===== config.mk =====
export PLATFORM = sky130hd
export DESIGN_NAME = apb2axi_rd_engine
export DESIGN_NICKNAME = d
export VERILOG_FILES = /design/src/rtl/apb2axi_rd_engine.sv
export SDC_FILE = /design/constraint.sdc
export NUM_CORES = 1
export LEC_CHECK = 0
export CAP_MARGIN = 10
export CELL_PAD_IN_SITES_DETAIL_PLACEMENT = 0
export CELL_PAD_IN_SITES_GLOBAL_PLACEMENT = 1
export CORE_MARGIN = 2
export CORE_UTILIZATION = 27
export CTS_BUF_LIST = sky130_fd_sc_hd__clkbuf_2 sky130_fd_sc_hd__clkbuf_4 sky130_fd_sc_hd__clkbuf_8
export CTS_CLUSTER_DIAMETER = 80
export DETAILED_ROUTE_END_ITERATION = 10
export DONT_BUFFER_PORTS = 1
export PLACE_DENSITY_LB_ADDON = 0.1
export SLEW_MARGIN = 5
export SYNTH_ARGS = -nofsm -noshare
export SYNTH_HDL_FRONTEND = slang
export SYNTH_SLANG_ARGS = --single-unit

===== constraint.sdc =====
create_clock -name clk -period 1.77 [get_ports clk]
set_input_delay 0.177 -clock clk [delete_from_list [all_inputs] [get_ports clk]]
set_output_delay 0.177 -clock clk [all_outputs]
set_load 0.05 [all_outputs]

===== src/rtl/apb2axi_rd_engine.sv =====
// apb2axi_rd_engine
// -----------------
// AXI read-issue engine for the APB-to-AXI bridge. It takes one read
// descriptor from the request FIFO, issues a single INCR burst on AR, and
// forwards every R beat into the response FIFO. Only one burst is in flight
// at a time.
//
// Ports:
//   clk, resetn      clock, synchronous active-low reset
//   req_pop_*        consumer side of the request FIFO; data = {len, addr}
//   ar*              AXI read address channel (ARID, ARSIZE, ARBURST constant)
//   r*               AXI read data channel
//   rsp_push_*       producer side of the response FIFO;
//                    data = {exp_last, rresp, rdata}
//   busy             engine is not idle
//   err_id/last/resp sticky error flags, cleared by an err_clr pulse
module apb2axi_rd_engine #(
  parameter int ADDR_W = 32,
  parameter int DATA_W = 64,
  parameter int ID_W   = 4,
  parameter int AXI_ID = 0
) (
  input  logic                clk,
  input  logic                resetn,
  input  logic                req_pop_valid,
  output logic                req_pop_ready,
  input  logic [ADDR_W+7:0]   req_pop_data,
  output logic                arvalid,
  input  logic                arready,
  output logic [ADDR_W-1:0]   araddr,
  output logic [7:0]          arlen,
  output logic [ID_W-1:0]     arid,
  output logic [2:0]          arsize,
  output logic [1:0]          arburst,
  input  logic                rvalid,
  output logic                rready,
  input  logic [DATA_W-1:0]   rdata,
  input  logic [1:0]          rresp,
  input  logic                rlast,
  input  logic [ID_W-1:0]     rid,
  output logic                rsp_push_valid,
  input  logic                rsp_push_ready,
  output logic [DATA_W+2:0]   rsp_push_data,
  output logic                busy,
  output logic                err_id,
  output logic                err_last,
  output logic                err_resp,
  input  logic                err_clr
);

  localparam logic [ID_W-1:0] ARID_C   = ID_W'(AXI_ID);
  localparam logic [2:0]      ARSIZE_C = 3'($clog2(DATA_W / 8));

  typedef enum logic [1:0] {
    ST_IDLE = 2'd0,
    ST_ADDR = 2'd1,
    ST_DATA = 2'd2
  } state_t;

  state_t              state_reg, state_next;
  logic [ADDR_W-1:0]   addr_reg, addr_next;
  logic [7:0]          len_reg, len_next;
  logic [7:0]          beat_cnt_reg, beat_cnt_next;
  logic [2:0]          err_reg, err_next;
  logic [2:0]          err_set;
  logic                beat_accept;
  logic                exp_last;

  // Burst termination relies only on the beat count; RLAST is merely checked.
  assign exp_last = (beat_cnt_reg == len_reg);

  assign arid          = ARID_C;
  assign arsize        = ARSIZE_C;
  assign arburst       = 2'b01;
  assign araddr        = addr_reg;
  assign arlen         = len_reg;
  assign busy          = (state_reg != ST_IDLE);
  assign rsp_push_data = {exp_last, rresp, rdata};

  always_ff @(posedge clk) begin
    if (!resetn) begin
      state_reg    <= ST_IDLE;
      addr_reg     <= '0;
      len_reg      <= '0;
      beat_cnt_reg <= '0;
      err_reg      <= '0;
    end else begin
      state_reg    <= state_next;
      addr_reg     <= addr_next;
      len_reg      <= len_next;
      beat_cnt_reg <= beat_cnt_next;
      err_reg      <= err_next;
    end
  end

  always_comb begin
    state_next     = state_reg;
    addr_next      = addr_reg;
    len_next       = len_reg;
    beat_cnt_next  = beat_cnt_reg;
    req_pop_ready  = 1'b0;
    arvalid        = 1'b0;
    rready         = 1'b0;
    rsp_push_valid = 1'b0;
    beat_accept    = 1'b0;
    case (state_reg)
      ST_IDLE: begin
        req_pop_ready = 1'b1;
        if (req_pop_valid) begin
          addr_next     = req_pop_data[ADDR_W-1:0];
          len_next      = req_pop_data[ADDR_W+7:ADDR_W];
          beat_cnt_next = '0;
          state_next    = ST_ADDR;
        end
      end
      ST_ADDR: begin
        arvalid = 1'b1;
        if (arready) state_next = ST_DATA;
      end
      ST_DATA: begin
        // R ready follows FIFO space; push valid follows rvalid alone so the
        // FIFO side never sees a valid that waits on its own ready.
        rready         = rsp_push_ready;
        rsp_push_valid = rvalid;
        beat_accept    = rvalid && rsp_push_ready;
        if (beat_accept) begin
          beat_cnt_next = beat_cnt_reg + 8'd1;
          if (exp_last) state_next = ST_IDLE;
        end
      end
      default: state_next = ST_IDLE;
    endcase
  end

  // err bit order: [2] id, [1] last, [0] resp
  assign err_set[2] = beat_accept && (rid != ARID_C);
  assign err_set[1] = beat_accept && (rlast != exp_last);
  assign err_set[0] = beat_accept && (rresp != 2'b00);

  // A new error in the same cycle as err_clr keeps the flag set.
  genvar gi;
  generate
    for (gi = 0; gi < 3; gi++) begin : g_err
      assign err_next[gi] = err_set[gi] | (err_reg[gi] & ~err_clr);
    end
  endgenerate

  assign err_id   = err_reg[2];
  assign err_last = err_reg[1];
  assign err_resp = err_reg[0];

endmodule


==> results.md <==
- Status: finished, final reports clean
- Die Y: 105 um
- Starting Density: 28.0%
- # rows: 36
- CP Data Arrival Time: 1.46 ns
- Highest clock rate: about 610 MHz
- Average wire per standard cell: between 15 and 20 um
- Reg area: roughly 1100 um2
- WL final: 6810 um
- Post-CTS Resized: 0
- Placed Area: 2470 um2
- Post-synth top area cell: dfxtp_1
- Root Driver: clkbuf_8
- Clock slew at reported path FFs: 0.10 ns
- Peak supply drop: between 0.3 and 0.4 mV
- Worst Max-Slew Pin Slew: about 0.54 ns
- Vias/cell: 4.40
- DRC errors left: 0
- Number of placed cells counting well taps: 399
- TNS Setup: 0 ns
- Yosys cell types: 31
- Final ANT Viol Nets: 0
- First-pass GRT wire length: between 10000 and 15000 um
- # setup viols final: 0
- Unrepaired setup endpoints after global routing: false
- Synth Instances: 328
- Top-count cell post-synth: nand2_1
- Critical Path Source Type: flop
- Post-DP HPWL: 4690 um
- Top post-synthesis cells by count: nand2_1, buf_4, dfxtp_1
- Gp weighted congestion: 0.710
- Max reg flops: 32
- Total grt overflow: 0
- Sw Pwr: 0.000947 W
- Post-synthesis sequential area ratio: around two fifths
- Pwr dens: roughly 920 nW/um2
- Non-Filler Instances: approximately 450
- IO buf count: 0
- Async set-reset flop share out of synthesis: 0%
- YS warnings: 0
- Req. time, crit path: 1.59 ns
- Core Area: 9860 um2
- Clk_skew: roughly 0.012 ns
- Pint: ~0.0018 W
- Share of cells above drive strength 1: between 10% and 20%
- Area Growth Syn to Fin: 6.87%
- Fin area: 2960 um2
- Ys flop type: dfxtp_1
- Die width: 105 um
- Clock Sinks: 53
- Vias in the first global route: 2024
- Largest net degree at the start of global routing: 32
- Fillers: between 1000 and 1500
- Number of enable flip-flop cells after synthesis: 0
- Fin crit share: between 90% and 100%
- Worst rel slew slack: between 60% and 70%
- Clock Tree Buf Depth: 2
- Ranking of synthesized cells by area: dfxtp_1, buf_4, nand2_1
- Worst Hold Class: in2reg
- CP Max Fanout: 6
- Number of DRC markers in iteration 0: 38
- Setup CP Type: reg2out
- Netlist Area Pre-Place: between 2000 and 3000 um2
- Worst Setup End Kind: primary output
- Insertion delay to the later sink of the worst-skew pair: just over 0.3 ns
- DRT Pass-1 Iters: 4
- Htree depth: 2
- Fin. max-slew vios: 0
- Initial antenna violation count: 0
- GRT Util Overall: 12.1%
- Via count: just under 2000
- Comb power frac: between 10% and 20%
- Pwr Total: 0.00271 W
- DIE AREA: between 10000 and 15000 um2
- Max cap viols: 0
- Antenna diodes: 0
- Part of the power in the clock network: between 20% and 30%
- Yosys reg bits: between 50 and 60
- Io pins: about 240
- Total leakage power: 1.12 nW
- Cts bufs inserted: 5
- CTS tree: built
- Count of final hold-check violations: 0
- Synth top area share: 38.4%
- Switching Fraction: roughly a third
- Avg Cell Area, Syn: around 8.4 um2
- Nets: 430
- Flop pwr share: a little over half
- Min Tclk post-route: 1.64 ns
- Multi-input logic area: approximately 1100 um2
[per-stage QoR]
stage          hold slack [ns]  setup WS [ns]  utilization [%]
2_1_floorplan            0.312         0.0133                -
3_3_place_gp             0.310          0.348             25.1
3_5_place_dp             0.307          0.324             25.1
4_1_cts                0.00129         0.0537             29.6
5_1_grt                0.00193        0.00599             30.0
6_report                0.0171          0.133             30.0
[critical path, stage by stage (launching register included)]
cell,delay [ns]
dfxtp_1,0.45
xnor2_1,0.15
nand4_1,0.21
nor2_1,0.15
buf_4,0.21
[path summary, 6_finish.rpt]
kind	start	end	slack (ns)	depth (start not counted)
hold / removal	req_pop_data[36]	arlen[4]	0.02	2
setup / recovery	beat_cnt_reg[1]	rsp_push_data[66]	0.13	4
setup reg to reg	beat_cnt_reg[1]	state_reg[1]	0.35	5
hold reg to reg	araddr[31]	araddr[31]	0.48	2
[cell usage in the layout (no fill, tap or decap), types with 2 or more instances in the layout]
cell,n
nand2_1,85
dfxtp_1,53
a21boi_0,37
dlygate4sd3_1,35
buf_4,23
nor2_1,9
conb_1,9
xnor2_1,8
xor2_1,6
a21boi_1,6
clkbuf_8,6
nand4_1,5
nor2b_1,3
o2111ai_1,3
and2b_2,2
and2_1,2
and3_1,2
nand3b_1,2
nand2b_1,2
[metal layers]
| metal | up-vias | wire length (um) | global-route usage, % |
|---|---|---|---|
| li1 | 934 | - | - |
| met1 | 913 | 2670 | 13.5 |
| met2 | 77 | 3360 | 20.3 |
| met3 | 35 | 542 | 4.02 |
| met4 | 0 | 244 | 6.57 |
| met5 | - | 0 | 0 |
[power groups by stage]
stage	clock network [W]	logic [W]	registers, W
2_1_floorplan	0	0.000696	0.00154
3_3_place_gp	0	0.000411	0.00150
3_5_place_dp	0	0.000414	0.00150
4_1_cts	0.000787	0.000489	0.00148
5_1_grt	0.000830	0.000541	0.00148
6_report	0.000743	0.000495	0.00147
[timing repair]
action | CTS | global route
hold endpoints to repair | 37 | 3
buffers inserted | 0 | 2
hold buffers | 34 | 2
endpoints found under the setup margin | 0 | 1
[cells by family (layout without fill, tap and decap cells)]
family	after synthesis	count (layout)	share of synthesized area, %
AOI/OAI and AO/OA	52	52	14.5
xor gates and xnor gates	14	14	4.43
adders and majority gates	1	1	0.452
buffers and inverters	91	68	23.3
DFF	53	53	38.4
muxes	1	1	0.362
other	2	9	0.271
and+or+nand+nor	114	114	18.3
[layout make-up]
cell class / count / share of cell area (%)
multi-input combinational: 191 / 36.7
sequential: 53 / 35.9
timing repair buffer: 59 / 18.4
tap: 133 / 5.63
clock buffer: 6 / 2.79
clock inverter: 2 / 0.466
inverter: 1 / 0.127
Note: power is estimated with default switching activity, not from simulation.
